File: src/rtl/mem_port_arbiter.sv
// Shares one memory bus between instruction fetch and load/store.
// Data wins arbitration; one outstanding transaction; timeout returns a NOP.
module mem_port_arbiter #(
  parameter int unsigned TIMEOUT = 64
) (
  input  logic        clk,
  input  logic        rst_n,
  input  logic        if_req_i,
  input  logic [31:0] if_addr_i,
  input  logic        if_flush_i,
  output logic [31:0] if_rdata_o,
  output logic        if_valid_o,
  output logic        if_stall_o,
  input  logic        mem_req_i,
  input  logic        mem_we_i,
  input  logic [31:0] mem_addr_i,
  input  logic [31:0] mem_wdata_i,
  input  logic [3:0]  mem_be_i,
  output logic [31:0] mem_rdata_o,
  output logic        mem_valid_o,
  output logic        mem_stall_o,
  output logic        bus_req_o,
  output logic        bus_we_o,
  output logic [31:0] bus_addr_o,
  output logic [31:0] bus_wdata_o,
  output logic [3:0]  bus_be_o,
  input  logic        bus_gnt_i,
  input  logic        bus_rvalid_i,
  input  logic [31:0] bus_rdata_i,
  output logic        bus_err_o
);

  typedef enum logic [2:0] {
    IDLE,
    I_ADDR,
    I_WAIT,
    D_ADDR,
    D_WAIT
  } state_e;

  localparam logic [7:0]  CntMax = 8'(TIMEOUT - 1);
  localparam logic [31:0] Nop    = 32'h0000_0013;

  state_e      state_q, state_d;
  logic [31:0] addr_q, addr_d;
  logic [31:0] wdata_q, wdata_d;
  logic        we_q, we_d;
  logic [3:0]  be_q, be_d;
  logic        disc_q, disc_d;
  logic [7:0]  cnt_q, cnt_d;
  logic        in_wait, tout, done;

  always_ff @(posedge clk or negedge rst_n) begin
    if (!rst_n) begin
      state_q <= IDLE;
      addr_q  <= '0;
      wdata_q <= '0;
      we_q    <= 1'b0;
      be_q    <= '0;
      disc_q  <= 1'b0;
      cnt_q   <= '0;
    end else begin
      state_q <= state_d;
      addr_q  <= addr_d;
      wdata_q <= wdata_d;
      we_q    <= we_d;
      be_q    <= be_d;
      disc_q  <= disc_d;
      cnt_q   <= cnt_d;
    end
  end

  always_comb begin
    in_wait = (state_q == I_WAIT) || (state_q == D_WAIT);
    tout    = in_wait && !bus_rvalid_i && (cnt_q == CntMax);
    done    = in_wait && (bus_rvalid_i || tout);

    state_d     = state_q;
    addr_d      = addr_q;
    wdata_d     = wdata_q;
    we_d        = we_q;
    be_d        = be_q;
    disc_d      = disc_q;
    cnt_d       = cnt_q;
    if_rdata_o  = '0;
    if_valid_o  = 1'b0;
    mem_rdata_o = '0;
    mem_valid_o = 1'b0;
    bus_req_o   = 1'b0;
    bus_we_o    = 1'b0;
    bus_addr_o  = '0;
    bus_wdata_o = '0;
    bus_be_o    = '0;
    bus_err_o   = tout;

    unique case (state_q)
      IDLE: begin
        disc_d = 1'b0;
        if (mem_req_i) begin
          state_d = D_ADDR;
          addr_d  = mem_addr_i;
          wdata_d = mem_wdata_i;
          we_d    = mem_we_i;
          be_d    = mem_be_i;
        end else if (if_req_i) begin
          state_d = I_ADDR;
          addr_d  = if_addr_i;
          wdata_d = '0;
          we_d    = 1'b0;
          be_d    = 4'hF;
        end
      end
      I_ADDR, D_ADDR: begin
        bus_req_o   = 1'b1;
        bus_we_o    = we_q;
        bus_addr_o  = addr_q;
        bus_wdata_o = wdata_q;
        bus_be_o    = be_q;
        if (state_q == I_ADDR) disc_d = disc_q | if_flush_i;
        if (bus_gnt_i) begin
          state_d = (state_q == I_ADDR) ? I_WAIT : D_WAIT;
          cnt_d   = '0;
        end
      end
      I_WAIT: begin
        disc_d = disc_q | if_flush_i;
        if (done) begin
          if_valid_o = !disc_q && !if_flush_i;
          if_rdata_o = tout ? Nop : bus_rdata_i;
          state_d    = IDLE;
          disc_d     = 1'b0;
        end else begin
          cnt_d = cnt_q + 8'd1;
        end
      end
      D_WAIT: begin
        if (done) begin
          mem_valid_o = 1'b1;
          mem_rdata_o = tout ? '0 : bus_rdata_i;
          state_d     = IDLE;
        end else begin
          cnt_d = cnt_q + 8'd1;
        end
      end
      default: state_d = IDLE;
    endcase

    if_stall_o  = if_req_i & ~if_valid_o;
    mem_stall_o = mem_req_i & ~mem_valid_o;
  end

endmodule

File: config.mk
export PLATFORM = sky130hd
export DESIGN_NAME = mem_port_arbiter
export DESIGN_NICKNAME = d
export VERILOG_FILES = /design/src/rtl/mem_port_arbiter.sv
export SDC_FILE = /design/constraint.sdc
export NUM_CORES = 1
export LEC_CHECK = 0
export CAP_MARGIN = 10
export CELL_PAD_IN_SITES_DETAIL_PLACEMENT = 1
export CELL_PAD_IN_SITES_GLOBAL_PLACEMENT = 2
export CORE_ASPECT_RATIO = 1.25
export CORE_MARGIN = 5
export CORE_UTILIZATION = 20
export DETAILED_ROUTE_END_ITERATION = 10
export PLACE_DENSITY = 0.77
export SETUP_SLACK_MARGIN = 0.4
export SLEW_MARGIN = 20
export SYNTH_ARGS = -nofsm -noshare
export SYNTH_HDL_FRONTEND = slang
export SYNTH_SLANG_ARGS = --single-unit
File: constraint.sdc
create_clock -name clk -period 2.2 [get_ports clk]
set_clock_uncertainty 0.05 [all_clocks]
set_input_delay 0.44 -clock clk [delete_from_list [all_inputs] [get_ports clk]]
set_output_delay 0.44 -clock clk [all_outputs]
set_load 0.05 [all_outputs]
==> reports/summary.txt, run 1 <==
Critical Path Fanout Max: 13
Gpl congestion: 0.857
Worst setup SP type: flop
Fin Hold WS: 0.0395 ns
Worst Path Arrival: 2.02 ns
Drt via density: 4.59
First-pass GRT wire length: 31.8 mm
CTS tree: built
1st-pass router iterations: 4
Crit path required time: 1.71 ns
EDFF count, synth: 0
Run status: complete, but fails checks
Ports: 279
Dpl ws: -0.569 ns
Syn_area_per_cell: 9.68 µm²
Layout area overhead: 136%
Total Neg Setup Slack: -23.36 ns
Crit path time final: 2.51 ns
# clock sinks: 81
Number of hold violations in the final report: 0
Commonest non-fill, non-tap cell in the layout: clkdlybuf4s50_1
MaxCap Viol Count: 0
Antenna diodes: 0
CTS root buf: clkbuf_16
Distinct cells, synth: 41
TritonCTS Buffers: 9
Final Cell Area: 0.0107 mm²
Final core utilization: 48.0%
Worst Tran Pin Value: 0.555 ns
Pleak: 4.63 nW
Vias in the first global route: 5407
Final setup viols: 133
Post-synthesis register bit count: 81
Antenna viol nets, final: 0
DRC viols: 0
Pwr dens: 1250 mW/mm²
Initial antenna violation count: 0
Failing checks: setup timing
Post-DP Area: 0.00921 mm²
GRT Total Usage: 15.9%
Starting Density: 20.3%
Ys async rst share: 100%
Initial DRC Count: 139
Worst slew margin: 63.0%
Ys flop type: dfrtp_1
Syn Inst Count: 468
Vias: 4892
Core Region: 0.0223 mm²
Num rows: 61
Sw Ratio: 40.8%
Syn nets: 609
Routed WL per cell: 20.2 µm
Grt peak-use layer: met2
Min-Delay Path Class: input pin to asynchronous set/reset pin
F_max: 0.398 GHz
Met2 usage: 29.0%
Crit Path Category: flop to output port
Die height: 178 µm
# fillers: 2248
Clock-pin slew on the worst setup and hold paths: 0.06 ns
Die width: 145 µm
Overflow after GRT: 0
Met1 GRT Util: 18.0%
Pins Over Slew Limit: 0
Grt met3 use: 4.56%
Crit path capture type: output port
Sw Pwr: 5.44 mW
Clock Latency Late Sink: 0.32 ns
Int Power: 7.91 mW
Multi-input logic area: 0.00293 mm²
Flop pwr share: 18.5%
Most frequent cells in the layout: 136 x clkdlybuf4s50_1, 124 x buf_12, 81 x dfrtp_1
Max rail drop VDD: 0.660 mV
H-tree levels: 3
Synthesized area: 0.00453 mm²
Layout cells sized above 1: 48.7%
Setup ws final: -0.310 ns
Logic pwr share: 68.7%
PortBufs: 278
Die Footprint: 0.0258 mm²
Synth Warn #: 0
RSZ-0062 raised after global routing: yes
CTS Buffer Depth: 2
Routed wire length: 21.5 mm
Dpl hpwl: 14.9 mm
Clock Power Share: 12.8%
Period utilization: 114%
Sequential Area: 0.00203 mm²
Nets@finish: 919
Register area share after synthesis: 44.7%
Largest net degree at the start of global routing: 51
## worst paths after layout
| kind | slack, ns | cells past startpoint | endpoint | startpoint |
|---|---|---|---|---|
| worst max-delay path | -0.31 | 7 | mem_rdata_o[2] | cnt_q[1] |
| worst min-delay path | 0.04 | 1 | addr_q[11] | rst_n |
| worst max register to register | 0.22 | 10 | disc_q | cnt_q[1] |
| worst min register to register | 0.43 | 2 | addr_q[4] | addr_q[4] |
| max in group asynchronous | 1.42 | 2 | wdata_q[12] | rst_n |
| min in group clk | 0.43 | 2 | addr_q[4] | addr_q[4] |
## layer usage
layer / routed length [µm] / up-vias
li1: - / 2260
met1: 8170 / 2389
met2: 11200 / 221
met3: 1770 / 22
met4: 417 / 0
met5: 0 / -
## registers in the layout, indices dropped and copies added (netlist names)
signal and flops:
addr_q 32, wdata_q 32, cnt_q 8, be_q 4, state_q 3, disc_q 1
we_q 1
## through the flow
step                      cells  total power [mW]
after floorplan             468              6.38
after global placement     1016              9.68
after detailed placement   1016              9.87
after CTS                  1060              13.3
after global routing       1065              14.0
final                      1065              13.4
## synth_stat cells, types with 2 or more instances
cell type	instances	share of area, %
buf_2	15	1.7
inv_1	4	0.33
nand3_1	3	0.33
nor2b_1	2	0.28
and2_1	71	9.8
a211oi_1	3	0.50
buf_4	3	0.50
a22o_1	33	6.4
a21oi_1	5	0.55
o21ai_1	34	3.8
o21a_1	5	0.83
a2111oi_2	2	0.66
inv_2	3	0.25
mux2i_1	39	8.6
or3_1	2	0.28
o22a_1	4	0.77
nor2_1	3	0.25
nand2_1	44	3.6
o22ai_1	2	0.28
buf_6	3	0.75
and3_1	62	8.6
clkbuf_1	22	1.8
nand2b_1	6	0.83
dfrtp_1	81	45
## worst max-delay path: stages, from the launching register on
cell     delay (ns)
dfrtp_1        0.35
ha_2           0.19
nor4b_4        0.21
a21o_1         0.20
and2b_4        0.25
buf_12         0.15
and3_2         0.20
buf_6          0.15
## area by class of cell
class | instances | area share (%)
tap | 283 | 3.31
clock buffer | 10 | 2.14
clock inverter | 5 | 0.971
sequential | 81 | 19.0
timing repair buffer | 343 | 46.8
inverter | 7 | 0.363
multi-input combinational | 336 | 27.4
## logic make-up (layout without fill, tap and decap cells)
kind of cell,count (synthesis),count (layout),share of synthesized area [%]
compound gates,94,94,14.7
xor+xnor,2,2,0.387
fa+ha+maj,1,1,0.276
buf+inv,51,365,5.38
flops,81,81,44.7
mux,40,40,8.86
simple gates,199,199,25.7
## power groups by stage
stage / Sequential, mW / Clock (mW) / Combinational [mW]
final: 2.47 / 1.71 / 9.17
after global routing: 2.54 / 1.84 / 9.62
after CTS: 2.46 / 1.77 / 9.09
after detailed placement: 2.43 / 0 / 7.44
after global placement: 2.40 / 0 / 7.28
after floorplan: 2.33 / 0 / 4.05
## what timing repair did
action                     CTS  global route
buffers inserted            19             3
hold buffers                 0             0
gates resized for setup    171            26
cloned                      10             2
pin swaps                   65             8
setup endpoints to repair  143           149
(Power assumes the default switching activity.)
==> run 2: changes to the inputs <==
- CORE_MARGIN: 5 -> 1
==> run 2 against run 1 <==
Non-clock buffer count is 6 higher. Setup slack worse by 0.22 ns. Combinational power is 2% lower. Cell area is 1.2% higher. The flow still finishes with violations (setup timing).
==> reports/summary.txt, run 2 (same netlist as run 1, synthesis figures left out) <==
Run status: complete, but fails checks
Failing checks: setup timing
Worst Tran Pin Value: 0.588 ns (+0.0327 ns)
Die width: 137 µm (-5.5%)
Met3 wire length: 1.57 mm (-11%)
Tot Pwr: 13.2 mW (-0.96%)
H-tree levels: 3 (unchanged)
Max rail drop VDD: 0.550 mV (-17%)
Origin of the critical flop-to-flop path: cnt_q[1]
Logic pwr share: 68.0% (-0.7 points)
PortBufs: 278 (unchanged)
Crit path time final: 2.73 ns (+0.215 ns)
Vias in the first global route: 5291 (-2.1%)
Gpl congestion: 0.825 (-3.7%)
FF-to-FF path depth: 8 (-2)
Most used cell, CP: buf_12
Core Region: 0.0222 mm² (-0.34%)
Routed WL per cell: 20.2 µm (-0.23%)
Clock Power Share: 13.4% (+0.6 points)
Pwr dens: 1220 mW/mm² (-2.1%)
Overflow after GRT: 0 (unchanged)
Final setup viols: 121 (-9.0%)
1st-pass router iterations: 4 (unchanged)
Crit path required time: 1.71 ns (about the same)
DRC viols: 0 (unchanged)
CP cell instances: ha_2, nor4b_4, a21o_1, buf_6, and2b_4, buf_12, buf_12, and3_4, buf_8
Pleak: 4.71 nW (+1.8%)
Crit Path Category: flop to output port
Vias: 4892 (unchanged)
Routed wire length: 21.7 mm (+0.71%)
Period utilization: 124% (+9.8 points)
Starting Density: 20.4% (+0.070 points)
GRT Total Usage: 18.1% (+2.2 points)
Crit path capture type: output port
Initial antenna violation count: 1 (+1)
RSZ-0062 raised after global routing: yes
Worst Path Arrival: 2.24 ns (+0.22 ns)
Biggest regs: addr_q (32), wdata_q (32), cnt_q (8)
F_max: 0.367 GHz (-7.9%)
R2R Path End: cnt_q[7]
# clock sinks: 81 (unchanged)
Dpl hpwl: 14.0 mm (-6.1%)
CTS Buffer Depth: 2 (unchanged)
Top routing layer in use: met4
CTS Hold Bufs: 0 (unchanged)
Initial DRC Count: 126 (-9.4%)
Clock-pin slew on the worst setup and hold paths: 0.06 ns (about the same)
Ports: 279 (unchanged)
MaxCap Viol Count: 0 (unchanged)
Worst setup SP type: flop
CP max-delay cell: dfrtp_1
Sw Pwr: 5.44 mW (about the same)
CTS tree: built
Sw Ratio: 41.2% (+0.39 points)
Number of hold violations in the final report: 0 (unchanged)
Antenna viol nets, final: 0 (unchanged)
Total Neg Setup Slack: -33.72 ns (-10.36 ns)
Int Power: 7.78 mW (-1.6%)
Num rows: 61 (unchanged)
Layout area overhead: 139%
Flop pwr share: 18.7% (+0.2 points)
Worst slew margin: 60.8% (-2.2 points)
CTS root buf: clkbuf_16
Nets@finish: 926 (+0.76%)
TritonCTS Buffers: 9 (unchanged)
Largest net degree at the start of global routing: 51 (unchanged)
Commonest non-fill, non-tap cell in the layout: clkdlybuf4s50_1
Wl on met1: 7.90 mm (-3.3%)
Pins Over Slew Limit: 0 (unchanged)
Routed length on met2: 11.7 mm (+4.3%)
Most frequent cells in the layout: 136 x clkdlybuf4s50_1, 121 x buf_12, 81 x dfrtp_1
Setup ws final: -0.526 ns (-0.215 ns)
Drt via density: 4.55 (-0.93%)
Min-Delay Path Class: input pin to asynchronous set/reset pin
First-pass GRT wire length: 31.4 mm (-1.5%)
Dpl ws: -0.532 ns (+0.0376 ns)
Critical Path Fanout Max: 5 (-8)
Die height: 170 µm (-4.5%)
Die Footprint: 0.0233 mm² (-9.8%)
Fin Hold WS: 0.0326 ns (-0.00692 ns)
Reg2reg setup slack: 0.20 ns (-0.02 ns)
CP max stage delay: 0.36 ns (about the same)
Layout cells sized above 1: 49.1% (+0.39 points)
Clock Latency Late Sink: 0.34 ns (+0.02 ns)
==> run 2: how the worst max path moves through the flow <==
stage | slack (ns) | cells past startpoint | from | endpoint
floorplan | -0.03 | 7 | cnt_q[0] | mem_rdata_o[0]
global placement | -0.48 | 8 | bus_rvalid_i | if_rdata_o[0]
detailed placement | -0.53 | 7 | bus_rvalid_i | if_rdata_o[16]
CTS | -0.46 | 9 | cnt_q[0] | mem_rdata_o[0]
global route | -0.58 | 9 | cnt_q[1] | mem_rdata_o[29]
finish | -0.53 | 9 | cnt_q[1] | mem_rdata_o[23]
==> run 2: per-layer routing <==
layer / global-route usage (%) / up-vias
li1: - / 2281
met5: 0 / -
met1: 19.3 / 2370
met3: 4.44 / 26
met4: 7.29 / 0
met2: 33.5 / 215
==> run 2: area by class of cell <==
class	count	area, µm²
clock buffer	12	246
timing repair buffer	349	5100
clock inverter	4	98.8
fill	2221	11400
antenna	2	5.00
timing repair inverter	1	16.3
multi-input combinational	336	2920
inverter	7	55.1
sequential	81	2030
tap	283	354
==> run 2: repair_timing <==
action,4_1_cts,5_1_grt
gates resized for setup,171,30
pin swaps,60,9
setup buffers,19,4
endpoints found under the hold margin,0,0
setup endpoints to repair,143,163
cloned,15,3
==> run 2: worst max-delay path, delay by kind of cell, from the launching register on <==
| kind | cells | cell delay, ns |
|---|---|---|
| buf+inv | 4 | 0.49 |
| compound gates | 1 | 0.21 |
| simple gates | 3 | 0.63 |
| fa+ha+maj | 1 | 0.20 |
| flops | 1 | 0.36 |
==> run 2: stage by stage <==
| stage | instance area [µm²] | utilization [%] | instances |
|---|---|---|---|
| 3_5_place_dp | 9190 | 41.4 | 1016 |
| 3_3_place_gp | 9190 | 41.4 | 1016 |
| 6_report | 10800 | 48.7 | 1075 |
| 4_1_cts | 10600 | 47.7 | 1066 |
| 2_1_floorplan | 5000 | - | 468 |
| 5_1_grt | 10800 | 48.7 | 1073 |
==> run 2: power by group through the flow <==
stage                     clock [mW]  sequential [mW]  combinational, mW
after floorplan                    0             2.33               4.05
final                           1.77             2.47               8.99
after detailed placement           0             2.44               7.38
after CTS                       1.82             2.47               8.93
after global placement             0             2.39               7.23
after global routing            1.87             2.55               9.44
